`src/rtl/mem_arbiter.sv`:
```
`default_nettype none
// ============================================================================
// mem_arbiter : round-robin req/ready arbiter (core vs loader, loader lock)
//               in front of a single-port memory with RD_LAT read latency.
// Revision    : 1.0
// ============================================================================
module mem_arbiter #(
    parameter int AW     = 32,
    parameter int DW     = 32,
    parameter int RD_LAT = 1
) (
    input  logic          clk,
    input  logic          rst,
    input  logic          c_req,
    input  logic          c_we,
    input  logic [AW-1:0] c_addr,
    input  logic [DW-1:0] c_wdata,
    output logic          c_ready,
    output logic [DW-1:0] c_rdata,
    input  logic          l_req,
    input  logic          l_we,
    input  logic [AW-1:0] l_addr,
    input  logic [DW-1:0] l_wdata,
    input  logic          l_lock,
    output logic          l_ready,
    output logic [DW-1:0] l_rdata,
    output logic          m_en,
    output logic          m_we,
    output logic [AW-1:0] m_addr,
    output logic [DW-1:0] m_wdata,
    input  logic [DW-1:0] m_rdata,
    output logic [1:0]    grant
);

    typedef enum logic [1:0] {S_IDLE, S_ACCESS, S_WAIT, S_RESP} state_t;

    localparam logic [1:0] WAIT_LAST = 2'((RD_LAT > 1) ? (RD_LAT - 2) : 0);

    state_t        state_q, state_d;
    logic          owner_q, owner_d;      // 0 = core, 1 = loader
    logic          owner_we_q, owner_we_d;
    logic          last_q, last_d;        // last served, same encoding as owner
    logic [1:0]    cnt_q, cnt_d;
    logic [DW-1:0] c_rdata_q, c_rdata_d;
    logic [DW-1:0] l_rdata_q, l_rdata_d;

    logic elig_core;
    logic elig_ldr;
    logic pick_ldr;

    assign elig_core = c_req & ~l_lock;
    assign elig_ldr  = l_req;
    assign pick_ldr  = elig_ldr & ~(elig_core & last_q);

    always_comb begin
        state_d    = state_q;
        owner_d    = owner_q;
        owner_we_d = owner_we_q;
        last_d     = last_q;
        cnt_d      = cnt_q;
        c_rdata_d  = c_rdata_q;
        l_rdata_d  = l_rdata_q;
        m_en       = 1'b0;
        m_we       = 1'b0;
        m_addr     = '0;
        m_wdata    = '0;
        c_ready    = 1'b0;
        l_ready    = 1'b0;
        grant      = 2'b00;

        case (state_q)
            S_IDLE: begin
                if (elig_core || elig_ldr) begin
                    owner_d    = pick_ldr;
                    owner_we_d = pick_ldr ? l_we : c_we;
                    last_d     = pick_ldr;
                    state_d    = S_ACCESS;
                end
            end
            S_ACCESS: begin
                m_en    = 1'b1;
                m_we    = owner_we_q;
                m_addr  = owner_q ? l_addr : c_addr;
                m_wdata = owner_q ? l_wdata : c_wdata;
                grant   = owner_q ? 2'b10 : 2'b01;
                cnt_d   = 2'd0;
                state_d = (owner_we_q || (RD_LAT == 1)) ? S_RESP : S_WAIT;
            end
            S_WAIT: begin
                grant = owner_q ? 2'b10 : 2'b01;
                if (cnt_q == WAIT_LAST) begin
                    state_d = S_RESP;
                end else begin
                    cnt_d = cnt_q + 2'd1;
                end
            end
            S_RESP: begin
                grant   = owner_q ? 2'b10 : 2'b01;
                c_ready = ~owner_q;
                l_ready = owner_q;
                // Read data passes straight through this cycle and is held afterwards.
                if (!owner_we_q) begin
                    if (owner_q) l_rdata_d = m_rdata;
                    else         c_rdata_d = m_rdata;
                end
                state_d = S_IDLE;
            end
            default: state_d = S_IDLE;
        endcase

        if (rst) begin
            m_en    = 1'b0;
            m_we    = 1'b0;
            m_addr  = '0;
            m_wdata = '0;
            c_ready = 1'b0;
            l_ready = 1'b0;
        end
    end

    assign c_rdata = c_rdata_d;
    assign l_rdata = l_rdata_d;

    always_ff @(posedge clk) begin
        if (rst) begin
            state_q    <= S_IDLE;
            owner_q    <= 1'b0;
            owner_we_q <= 1'b0;
            last_q     <= 1'b1;
            cnt_q      <= 2'd0;
            c_rdata_q  <= '0;
            l_rdata_q  <= '0;
        end else begin
            state_q    <= state_d;
            owner_q    <= owner_d;
            owner_we_q <= owner_we_d;
            last_q     <= last_d;
            cnt_q      <= cnt_d;
            c_rdata_q  <= c_rdata_d;
            l_rdata_q  <= l_rdata_d;
        end
    end

endmodule
`default_nettype wire

```
`config.mk`:
```
export PLATFORM = sky130hd
export DESIGN_NAME = mem_arbiter
export DESIGN_NICKNAME = d
export VERILOG_FILES = /design/src/rtl/mem_arbiter.sv
export SDC_FILE = /design/constraint.sdc
export NUM_CORES = 1
export LEC_CHECK = 0
export BUFFER_PORTS_ARGS = -buffer_cell sky130_fd_sc_hd__clkbuf_2
export CORE_AREA = 2 2 118 120
export DETAILED_ROUTE_END_ITERATION = 10
export DIE_AREA = 0 0 120 122
export HOLD_SLACK_MARGIN = 0.06
export MAX_ROUTING_LAYER = met4
export SLEW_MARGIN = 20
export SYNTH_ARGS = -nofsm -noshare
export SYNTH_HDL_FRONTEND = slang
export SYNTH_SLANG_ARGS = --single-unit
```
`constraint.sdc`:
```
create_clock -name clk -period 1.95 [get_ports clk]
set_input_delay 0 -clock clk [delete_from_list [all_inputs] [get_ports clk]]
set_output_delay 0 -clock clk [all_outputs]
set_load 0.01 [all_outputs]
```
---- Yosys cells after proc, flatten, opt, wreduce, memory -nomap -nowiden ----
Index checks and enable logic that the tools add are counted.
word-level totals
  output and inout port bits .............. 134
  bits of input ports ..................... 167
  register bits ........................... 71
operators by class
  muxes and demuxes ....................... 28
  equality and inequality tests ........... 6
  reduce and logical (&&, ||, !) cells .... 8
  add/subtract/negate cells ............... 1
  bitwise logic cells ..................... 6
operator list
  kind                 number
  $mux 32              12
  $mux 2               5
  $mux 1               9
  $pmux 2 s4           1
  $ne 2x2->1 const B   3
  $reduce_and 2->1     3
  $eq 2x2->1 const B   2
  $logic_not 2->1      2
  $pmux 2 s2           1
  $and 1x1->1          3
  $not 1->1            3
  $reduce_or 3->1      1
  $add 2x1->2 const B  1
  $eq 2x1->1 const B   1
  $reduce_bool 2->1    1
  $logic_or 1x1->1     1

---- Longest topological paths before layout ----
  word-level depth ........................ 6
  depth in mapped cells ................... 6
  gate-level depth less buffers ........... 6

---- Worst setup path before layout ----
No wires, ideal clock.
  kind .................................... register to register
  from .................................... register state_q[0]
  to ...................................... register c_rdata_q[10]
  buffers on the path ..................... 1
  arrival ................................. 1.577 ns
  clock period less this slack ............ 1.691 ns
  cell stages (with the launch flop) ...... 6
  path slack .............................. 0.259 ns
  cell sequence ........................... dfxtp_1 ha_1 nor3b_4 buf_6 mux2_4 and2b_1
between the ends
  word-level cells in the longest chain between the ends .. 2
ends and longest elaborated chain
  what                    line  RTL
  from (decl)             39    state_t state_q, state_d;
  from (signal assigned)  134   state_q <= state_d;
  $eq 2x2->1              71    case (state_q)
  $mux 32                 71
  net c_rdata[10]         19    output logic [DW-1:0] c_rdata,
  to (signal assigned)    139   c_rdata_q <= c_rdata_d;
  to (decl)               44    logic [DW-1:0] c_rdata_q, c_rdata_d;
The timed path passes the listed nets, and every way through them passes these cells.
A chain may end at the register's enable or synchronous reset.

---- Worst setup path in the final report ----
  from .................................... register state_q[0]
  to ...................................... output port c_rdata[0]
between the ends
  word-level cells in the longest chain between the ends .. 2
ends and longest elaborated chain
  what        line
  $eq 2x2->1  71
  $mux 32     71
  to (decl)   19
Every way passes these cells.

==> impl_results.md <==
- Outcome: completed
- Dpl cells: 860
- Initial antenna violation count: 0
- H-tree levels: 3
- YS warnings: 0
- CP Launch Type: register
- Final net count: between 900 and 1000
- Number of global-route vias before repair: approximately 4100
- CP arrival: approximately 1900 ps
- Worst slew pin tran: roughly 680 ps
- Routability Congestion: between 0.9 and 1
- DRT Pass-1 Iters: 4
- # port buffers: 300
- Ant diodes: 0
- Crit end category: primary output
- Vias/cell: ~4.4
- Die area: around 15000 um^2
- Clk_skew: between 2 and 2.5 ps
- Post-synth ARST share: 0%
- Fin crit share: between 90% and 100%
- Required @ worst endpoint: 1950 ps
- Clock Pin Slew Worst Setup and Hold Paths: 50 ps
- Drt drc: 0
- Leak pwr: 3.36 nW
- Core area: between 10000 and 15000 um^2
- Largest net degree at the start of global routing: between 70 and 80
- Setup CP Type: register to primary output
- RSZ-0062 raised after global routing: false
- Global route overflow: 0
- Max Cap Viol: 0
- Main synth FF type: dfxtp_1
- Final hold vios: 0
- Max incr delay on CP: approximately 370 ps
- Die width: 120 um
- Crit path cell chain: ha_4 -> nor3b_4 -> buf_6 -> buf_12 -> mux2_2 -> clkbuf_2
- Post-synth EDFFs: 0
- HPWL after DPL: 10700 um
- CP max-delay cell: dfxtp_4
- Post-synthesis sequential area ratio: a little over a third
- Setup WS pre-CTS: 107 ps
- Final setup fails: 0
- Syn Nets: approximately 570
- Worst-skew pair later-pin latency: approximately 330 ps
- Core Rows: 43
- Crit-path max FO: 15
- #FFs+latches synth: 71
- Post-Syn Area: approximately 4000 um^2
- Pwr per Cell Area: between 600 and 700 nW/um^2
- Final Max Tran Viols: 0
- WHS: between 100 and 150 ps
- Avg WL per Cell: 14.9 um
- Clock Tree Buf Depth: 2
- WP buf/inv: 3
- Final Instance Count excl. Fillers: 915
- Die height: 122 um
- CTS root buf: clkbuf_16
- Clock tree sinks: between 70 and 80
- Hold Path Class: primary input to register
- Synthesis-to-layout area growth: 61.4%
- Syn_area_per_cell: a little over 10 um^2
- Fin worst setup slack: 88.4 ps
- Worst vdd ir: 0.404 mV
- Num CTS Buffers: 9
- Filler cells: 1279
- Antenna Nets Post-Route: 0
- I/O pin cnt: approximately 300
- First-pass GRT wire length: a little over 20000 um
- Initial Util: between 20% and 30%
- Fin Setup TNS: 0 ps
- Period minus WS final: about 1900 ps
- Synthesized instance count: 399
- DR vias: between 4000 and 5000
- Final WL: 13700 um
- Layout cell share with drive strength beyond 1: between 50% and 60%
- Initial DRC count: 104
- Unique masters post-synth: 28
- Overall Global Routing Usage: a little under a fifth
- CTS tree: built
- Worst path top cell family by delay: buffers and inverters
- Achievable Freq: ~540 MHz
- Max-slew headroom: 54.5%
-- final cells by class --
type                            instances  area [um^2]  area share [%]
Multi-Input combinational cell        291         2450            37.8
Timing Repair Buffer                  349         2060            31.7
Sequential cell                        71         1430            22.1
Clock buffer                           10          229            3.53
Tap cell                              180          225            3.47
Clock inverter                          6         60.1           0.926
Inverter                                8         30.0           0.463
-- cell usage after synthesis, types with 2 or more instances --
library cell	instances	area share, %
mux2i_1	66	16
mux2_4	30	11
buf_6	3	0.84
clkbuf_1	15	1.4
mux2_2	34	9.5
buf_2	9	1.1
a22oi_1	2	0.37
nor2b_1	37	5.8
a21oi_1	3	0.37
nand2b_1	2	0.31
nor2_1	71	6.6
ha_1	5	1.6
dfxtp_1	71	35
and2b_1	30	5.6
inv_1	8	0.75
-- registers in the layout, indices dropped and copies added, names as in the netlist --
register / flops
owner_q: 1
owner_we_q: 1
l_rdata_q: 32
last_q: 1
state_q: 2
c_rdata_q: 32
cnt_q: 2
-- power by group --
group | total [W] | internal (W) | switching (W)
clock network | 0.00159 | 0.000985 | 0.000603
registers | 0.00154 | 0.00151 | 0.0000334
logic | 0.00126 | 0.000658 | 0.000602
-- what timing repair did --
item | in CTS | in global routing
cloned | 1 | 1
hold buffers | 34 | 0
resized for setup | 3 | 9
endpoints found under the hold margin | 48 | 0
endpoints found under the setup margin | 32 | 67
buffers inserted | 3 | 0
-- kinds of logic after synthesis --
group / count (synthesis) / synth area share [%]
buffers and inverters: 37 / 4.39
adder cells (fa/ha/maj): 5 / 1.56
AO/OA/AOI/OAI: 11 / 1.87
AND/OR/NAND/NOR: 145 / 19.6
flip-flops: 71 / 35.4
multiplexers: 130 / 37.2
-- cell usage in the layout (no fill, tap or decap), types with 2 or more instances in the layout --
cell type / netlist / routed
clkbuf_2: 0 / 300
nor2_1: 71 / 71
dfxtp_1: 71 / 68
mux2i_1: 66 / 66
nor2b_1: 37 / 37
mux2_2: 34 / 34
dlygate4sd3_1: 0 / 34
mux2_4: 30 / 30
and2b_1: 30 / 30
clkbuf_16: 0 / 10
inv_1: 8 / 8
buf_4: 1 / 7
buf_12: 0 / 5
a21oi_1: 3 / 3
ha_1: 5 / 3
clkinv_2: 0 / 3
dfxtp_4: 0 / 3
a22oi_1: 2 / 2
-- final timing paths --
check              from    endpoint  slack [ps]  depth (start not counted)
min reg2reg    cnt_q[1]    cnt_q[1]         520                          2
min               l_req      last_q         130                          4
max          state_q[0]  c_rdata[0]          90                          6
max reg2reg  state_q[1]  owner_we_q         190                          6
-- through the flow --
stage / total power, W / util (%) / cell area (um^2)
after floorplan: 0.00225 / - / 4020
after global placement: 0.00271 / 42.5 / 5740
after detailed placement: 0.00274 / 42.5 / 5740
after CTS: 0.00445 / 47.6 / 6430
after global routing: 0.00463 / 48.0 / 6480
final: 0.00439 / 48.0 / 6480
-- per-layer routing --
layer,vias to the layer above,routed length [um],GRT usage [%]
li1,2001,-,-
met1,1883,5600,20.8
met2,157,6540,30.8
met3,10,1420,8.33
met4,0,112,4.49
met5,-,0,-
-- tightest hold or removal path, stage by stage --
cell and delay [ps]:
clkbuf_2 130, a21oi_1 70, a31oi_1 120, or2_2 100
No activity file was read; power rests on OpenSTA's default activity.
